**src/rtl/velocity_cell_streamer.sv**
```systemverilog
// velocity_cell_streamer: reads the particle count at address 0, then streams addresses 1..N
// through a 2-entry output buffer. Optional count clamp and count_err flag: VEL_COUNT_CLAMP_EN.
module velocity_cell_streamer #(
    parameter int DATA_WIDTH   = 96,
    parameter int PARTICLE_NUM = 220,
    parameter int ADDR_WIDTH   = 8
) (
    input  logic                  clk,
    input  logic                  rst_n,
    input  logic                  start,
    output logic [ADDR_WIDTH-1:0] ram_address,
    output logic                  ram_rden,
    output logic                  ram_wren,
    input  logic [DATA_WIDTH-1:0] ram_q,
    // out_*: a beat transfers in any cycle with out_valid & out_ready; while out_valid is
    // high and out_ready low, out_data/out_index/out_last hold and out_valid stays high.
    output logic                  out_valid,
    input  logic                  out_ready,
    output logic [DATA_WIDTH-1:0] out_data,
    output logic [ADDR_WIDTH-1:0] out_index,
    output logic                  out_last,
    output logic                  busy,
    output logic                  done,
`ifdef VEL_COUNT_CLAMP_EN
    output logic                  count_err,
`endif
    output logic [2:0]            dbg_state
);

    typedef enum logic [2:0] {
        S_IDLE     = 3'd0,
        S_RD_CNT   = 3'd1,
        S_WAIT_CNT = 3'd2,
        S_STREAM   = 3'd3,
        S_DRAIN    = 3'd4,
        S_FIN      = 3'd5
    } state_t;

    state_t                r_state;
    state_t                w_state_nxt;
    logic [ADDR_WIDTH-1:0] r_count;
    logic [ADDR_WIDTH-1:0] r_addr;
    logic                  r_rden;
    logic                  r_ret_vld;
    logic [ADDR_WIDTH-1:0] r_ret_idx;
    logic [DATA_WIDTH-1:0] r_buf_data [2];
    logic [ADDR_WIDTH-1:0] r_buf_idx  [2];
    logic                  r_wr_ptr;
    logic                  r_rd_ptr;
    logic [1:0]            r_occ;

    logic                  w_occ_nz;
    logic                  w_valid;
    logic [DATA_WIDTH-1:0] w_head_data;
    logic [ADDR_WIDTH-1:0] w_head_idx;
    logic                  w_pop;
    logic                  w_buf_push;
    logic                  w_buf_pop;
    logic [1:0]            w_occ_nxt;
    logic [2:0]            w_held;
    logic                  w_credit;
    logic                  w_last_issue;
    logic                  w_drained;
    logic [ADDR_WIDTH-1:0] w_count_raw;
    logic [ADDR_WIDTH-1:0] w_count;

    assign w_count_raw = ram_q[ADDR_WIDTH-1:0];

`ifdef VEL_COUNT_CLAMP_EN
    localparam logic [ADDR_WIDTH-1:0] L_MAX_COUNT = ADDR_WIDTH'(PARTICLE_NUM - 1);
    logic w_count_ovf;
    logic r_count_err;
    assign w_count_ovf = (w_count_raw > L_MAX_COUNT);
    assign w_count     = w_count_ovf ? L_MAX_COUNT : w_count_raw;
    assign count_err   = r_count_err;

    always_ff @(posedge clk or negedge rst_n) begin
        if (!rst_n) begin
            r_count_err <= 1'b0;
        end else if (r_state == S_IDLE && start) begin
            r_count_err <= 1'b0;
        end else if (r_state == S_WAIT_CNT && w_count_ovf) begin
            r_count_err <= 1'b1;
        end
    end
`else
    assign w_count = w_count_raw;
`endif

    // A word returning from memory bypasses the buffer when the buffer is empty,
    // which is what gives the 4-cycle start-to-first-beat latency.
    assign w_occ_nz    = (r_occ != 2'd0);
    assign w_valid     = w_occ_nz | r_ret_vld;
    assign w_head_data = w_occ_nz ? r_buf_data[r_rd_ptr] : ram_q;
    assign w_head_idx  = w_occ_nz ? r_buf_idx[r_rd_ptr] : r_ret_idx;
    assign w_pop       = w_valid & out_ready;
    assign w_buf_push  = r_ret_vld & ~(~w_occ_nz & w_pop);
    assign w_buf_pop   = w_pop & w_occ_nz;
    assign w_occ_nxt   = r_occ + 2'(w_buf_push) - 2'(w_buf_pop);

    // Held words: buffered, returning this cycle, and issued this cycle.
    assign w_held       = 3'(r_occ) + 3'(r_ret_vld) + 3'(r_rden);
    assign w_credit     = (w_held - 3'(w_pop)) < 3'd2;
    assign w_last_issue = r_rden & (r_addr == r_count);
    assign w_drained    = (w_occ_nxt == 2'd0) & ~r_rden;

    always_ff @(posedge clk or negedge rst_n) begin
        if (!rst_n) begin
            r_state <= S_IDLE;
        end else begin
            r_state <= w_state_nxt;
        end
    end

    always_comb begin
        w_state_nxt = r_state;
        case (r_state)
            S_IDLE:     if (start) w_state_nxt = S_RD_CNT;
            S_RD_CNT:   w_state_nxt = S_WAIT_CNT;
            S_WAIT_CNT: w_state_nxt = (w_count == '0) ? S_FIN : S_STREAM;
            S_STREAM:   if (w_last_issue) w_state_nxt = S_DRAIN;
            S_DRAIN:    if (w_drained) w_state_nxt = S_FIN;
            S_FIN:      w_state_nxt = S_IDLE;
            default:    w_state_nxt = S_IDLE;
        endcase
    end

    always_comb begin
        busy      = 1'b0;
        done      = 1'b0;
        dbg_state = r_state;
        case (r_state)
            S_RD_CNT, S_WAIT_CNT, S_STREAM, S_DRAIN: busy = 1'b1;
            S_FIN:   done = 1'b1;
            default: begin
                busy = 1'b0;
                done = 1'b0;
            end
        endcase
    end

    // r_addr is the address presented this cycle; it advances only once that read is issued.
    always_ff @(posedge clk or negedge rst_n) begin
        if (!rst_n) begin
            r_addr    <= '0;
            r_rden    <= 1'b0;
            r_count   <= '0;
            r_ret_vld <= 1'b0;
            r_ret_idx <= '0;
        end else begin
            r_ret_vld <= r_rden && (r_state == S_STREAM);
            r_ret_idx <= r_addr;
            case (r_state)
                S_IDLE: begin
                    if (start) begin
                        r_rden <= 1'b1;
                        r_addr <= '0;
                    end
                end
                S_WAIT_CNT: begin
                    r_count <= w_count;
                    r_addr  <= ADDR_WIDTH'(1);
                    r_rden  <= (w_count != '0);
                end
                S_STREAM: begin
                    if (r_rden) r_addr <= r_addr + ADDR_WIDTH'(1);
                    r_rden <= ~w_last_issue & w_credit;
                end
                default: r_rden <= 1'b0;
            endcase
        end
    end

    always_ff @(posedge clk or negedge rst_n) begin
        if (!rst_n) begin
            for (int i = 0; i < 2; i++) begin
                r_buf_data[i] <= '0;
                r_buf_idx[i]  <= '0;
            end
            r_wr_ptr <= 1'b0;
            r_rd_ptr <= 1'b0;
            r_occ    <= 2'd0;
        end else begin
            if (w_buf_push) begin
                r_buf_data[r_wr_ptr] <= ram_q;
                r_buf_idx[r_wr_ptr]  <= r_ret_idx;
                r_wr_ptr             <= ~r_wr_ptr;
            end
            if (w_buf_pop) r_rd_ptr <= ~r_rd_ptr;
            r_occ <= w_occ_nxt;
        end
    end

    assign ram_address = r_addr;
    assign ram_rden    = r_rden;
    assign ram_wren    = 1'b0;
    assign out_valid   = w_valid;
    assign out_data    = w_valid ? w_head_data : '0;
    assign out_index   = w_valid ? w_head_idx : '0;
    assign out_last    = w_valid && (w_head_idx == r_count);

endmodule

```
**config.mk**
```make
export PLATFORM = sky130hd
export DESIGN_NAME = velocity_cell_streamer
export DESIGN_NICKNAME = d
export VERILOG_FILES = /design/src/rtl/velocity_cell_streamer.sv
export SDC_FILE = /design/constraint.sdc
export NUM_CORES = 1
export LEC_CHECK = 0
export CAP_MARGIN = 40
export CORE_UTILIZATION = 40
export CTS_BUF_LIST = sky130_fd_sc_hd__clkbuf_4
export CTS_CLUSTER_DIAMETER = 60
export DETAILED_ROUTE_END_ITERATION = 6
export SYNTH_ARGS = -nofsm -noshare
export SYNTH_HDL_FRONTEND = slang
export SYNTH_SLANG_ARGS = --single-unit
export TNS_END_PERCENT = 100
```
**constraint.sdc**
```tcl
create_clock -name clk -period 5.67 [get_ports clk]
set_input_delay 1.4175 -clock clk [delete_from_list [all_inputs] [get_ports clk]]
set_output_delay 1.4175 -clock clk [all_outputs]
set_load 0.05 [all_outputs]
```
==> summary by stage <==
Outcome
The flow ran to the end, and the final reports show no timing, DRC or antenna violations.

Logic synthesis
The cell count after synthesis came out at 963. The sequential cell area fraction in the yosys report is 0.513. The number of flops mapped to enable cells by yosys is 0. After synthesis the netlist holds a flip-flop and latch count of 241.

The net count after synthesis is 1069. The per-instance average area after synthesis is 12.2 um2. In this run, distinct cell masters in the synthesized netlist total 45. The prevailing post-synth register cell is sky130_fd_sc_hd__dfrtp_1. The post-synthesis instance area is 11800 um2.

The number of warning messages in the yosys log is 0. The biggest area contributor in the post-synthesis netlist is sky130_fd_sc_hd__dfrtp_1. The share of synthesized area in the top cell type comes to 0.513.

Sorting the synthesized cells by area gives the leading types as sky130_fd_sc_hd__dfrtp_1 (51%), sky130_fd_sc_hd__mux2_2 (21%), sky130_fd_sc_hd__mux2i_1 (8.6%), sky130_fd_sc_hd__nand3_1 (4.2%), sky130_fd_sc_hd__o21ai_0 (4.2%). The async set or reset register ratio after synthesis is 1.00.

Critical path
The worst setup path is captured at an output port. For flop-to-flop paths, the worst setup slack is 2250 ps. The kind of start point of the critical path is a flip-flop. Of all nets on the critical path, the largest fanout is 18. The critical path goes through or2_1 > mux2i_1 > xor2_1 > nand4_1 > nor4_2 > clkdlybuf4s50_1. The longest individual stage delay on the worst path is 870 ps. The number of buffer and inverter instances along the worst setup path is 1. The critical path data arrival time is 3530 ps. The type of the worst setup path is flip-flop to output port. For the worst setup path, the data required time is 4250 ps. Among all stages on the critical path, the largest delay is contributed by sky130_fd_sc_hd__clkdlybuf4s50_1. The dominant delay contributor by cell family on the critical path is simple AND/OR/NAND/NOR gates.

STA
Based on the critical path, the design can be clocked at up to 202 MHz. The tightest slew margin relative to the limit is 0.406. The max-slew violation count is 0.

The worst clock skew on the final layout is 31.6 ps. The share of the cycle needed by the critical path after routing is 0.872. The number of hold violations in the final report was 0. At the pin with the least slew margin, the transition time is 892 ps. Setup repair after global routing left no endpoint under its margin. The worst path in the final design needs a cycle of 4950 ps, including I/O delays and setup. The final count of negative-setup-slack endpoints is 0. The post-route setup TNS is 0 ps.

Clocking
In this run, post-CTS hold repair placed 0 buffers. The H-tree was split into 3 levels. The number of instances resized during post-cts repair is 0.

TritonCTS built the clock tree. The clock latency on the worst-skew pair is 630 ps. The largest buffer count on any clock path is 3. The number of buffers created by CTS is 69. The buffers inserted during post-CTS setup optimization is 0. CTS placed an instance of sky130_fd_sc_hd__clkbuf_4 at the clock tree root. The number of clock sinks seen by CTS is 241. Clock-pin slew was measured on the worst setup and hold paths at 60 ps.

Floorplanning
For this configuration, the core starts out at a cell density of 0.408. The standard-cell row count is 62. The chip width is 173 um. The region available for standard cell placement spans 28800 um2.

The number of I/O pins is 221. The floorplan step defined a die boundary enclosing 30100 um2. Measured along the y axis, the die boundary spans 173 um.

Layout
The number of filler cells placed in the layout is 2584. The library cells used most frequently in the layout, excluding fill and tap cells, are sky130_fd_sc_hd__dfrtp_1 (239), sky130_fd_sc_hd__clkdlybuf4s50_1 (218), sky130_fd_sc_hd__mux2_2 (215), sky130_fd_sc_hd__clkbuf_4 (104), sky130_fd_sc_hd__mux2i_1 (101). Leaving out fill and tap cells, the most frequent cell in the layout is sky130_fd_sc_hd__dfrtp_1. At the end of the flow, the number of nets in the layout was 1297.

In the final layout, the share of cells above drive strength 1 is 0.281. From synthesis to final layout, the design area changed by 29.0%. The finished cells cover 15200 um2.

Global route
The pin count of the biggest net entering global routing is 193. The initial antenna violation count is 1. In the global route stage, overall resource usage came out at 0.189.

The number of global-route vias before repair is 8543. Summed over all layers, the global routing overflow is 0. The first global-routing pass estimated 45800 um of wire.

Route
The first-pass detailed-route iteration total is 4. The number of DRC markers after the initial detailed-route iteration is 334. The detailed-route via count is 8328. The count of nets left with antenna violations after detail routing is 0. In the routed layout, each cell is associated on average with a via count of 5.13.

The per-cell routed wire length is 17.3 um. After detailed routing, the number of remaining DRC violations is 0. The routed design has 28000 um of wire.

Placement
Once placement finished, the instance area stood at 14200 um2. The count of port buffers added during placement is 219. Detailed placement ended at an HPWL of 17200 um. At the end of routability-driven placement, the weighted congestion stood at 0.754.

Flow run
Max-cap violations in this run came to 0.

Min path
The type of the tightest min-delay check is flip-flop to flip-flop.
[per-layer routing]
metal / wire length (um) / GRT usage / up-vias
met5: 0 / 0 / -
met4: 559 / 0.0664 / 0
met3: 1390 / 0.0467 / 49
met2: 13100 / 0.300 / 190
met1: 13000 / 0.252 / 4122
li1: - / - / 3967
[kinds of logic (layout without fill, tap and decap cells)]
group | Yosys count | count (layout) | share of synthesized area
muxes | 321 | 321 | 0.297
DFF | 241 | 241 | 0.513
and+or+nand+nor | 157 | 157 | 0.0675
AOI/OAI and AO/OA | 127 | 127 | 0.0584
buffers and inverters | 82 | 356 | 0.0358
xor gates and xnor gates | 28 | 28 | 0.0209
adders and majority gates | 6 | 6 | 0.00703
other | 1 | 2 | 0.000319
[cell type report]
class,count,area (um2),share of cell area
timing repair buffer,231,2370,0.156
antenna,1,2.50,0.000165
clock inverter,13,129,0.00850
clock buffer,104,781,0.0515
sequential,241,6040,0.398
tap,384,480,0.0317
multi-input combinational,640,5320,0.351
inverter,8,30.0,0.00198
[synthesized netlist by cell type, types with 2 or more instances]
library cell	number
sky130_fd_sc_hd__xnor2_1	14
sky130_fd_sc_hd__nand3_1	99
sky130_fd_sc_hd__buf_2	24
sky130_fd_sc_hd__xor2_1	14
sky130_fd_sc_hd__o21ai_0	99
sky130_fd_sc_hd__mux2_2	215
sky130_fd_sc_hd__a21o_1	2
sky130_fd_sc_hd__or4_1	3
sky130_fd_sc_hd__nor2b_1	3
sky130_fd_sc_hd__o21bai_1	3
sky130_fd_sc_hd__ha_1	5
sky130_fd_sc_hd__and2_1	2
sky130_fd_sc_hd__buf_1	7
sky130_fd_sc_hd__clkbuf_1	23
sky130_fd_sc_hd__nand4_1	4
sky130_fd_sc_hd__nor2_2	2
sky130_fd_sc_hd__buf_6	2
sky130_fd_sc_hd__mux2i_1	101
sky130_fd_sc_hd__nor2_1	19
sky130_fd_sc_hd__mux2_1	5
sky130_fd_sc_hd__nor3_1	6
sky130_fd_sc_hd__a211oi_1	2
sky130_fd_sc_hd__inv_1	8
sky130_fd_sc_hd__and3_1	4
sky130_fd_sc_hd__dfrtp_1	241
sky130_fd_sc_hd__nand2_1	9
sky130_fd_sc_hd__buf_4	18
sky130_fd_sc_hd__a21oi_1	12
[stage by stage]
step / util / hold slack [ps] / setup slack, ps / std cells
4_1_cts: 0.526 / 490 / 595 / 1621
5_1_grt: 0.527 / 501 / 450 / 1622
3_3_place_gp: 0.494 / 461 / 1170 / 1503
2_1_floorplan: - / 444 / 1960 / 963
3_5_place_dp: 0.495 / 475 / 1190 / 1504
6_report: 0.527 / 486 / 723 / 1622
[registers in the layout, summed over array words and instances (netlist names)]
name	count
r_count	8
r_ret_idx	8
ram_address	8
r_buf_idx	16
ram_rden	1
r_ret_vld	1
r_wr_ptr	1
dbg_state	3
r_occ	2
r_rd_ptr	1
r_buf_data	192
[path summary, 6_finish.rpt]
kind | start | end | cells after the start
max | r_occ[1] | out_last | 6
min in group asynchronous | rst_n | r_buf_data[158] | 1
min | r_buf_idx[9] | r_buf_idx[9] | 1
max in group asynchronous | rst_n | r_buf_data[170] | 2
max reg2reg | r_occ[1] | ram_rden | 12
min reg2reg | r_buf_idx[9] | r_buf_idx[9] | 1
Power is left out: the tool's default activity adds up to more than one toggle a clock period on the data nets, which glitch-free logic cannot reach.
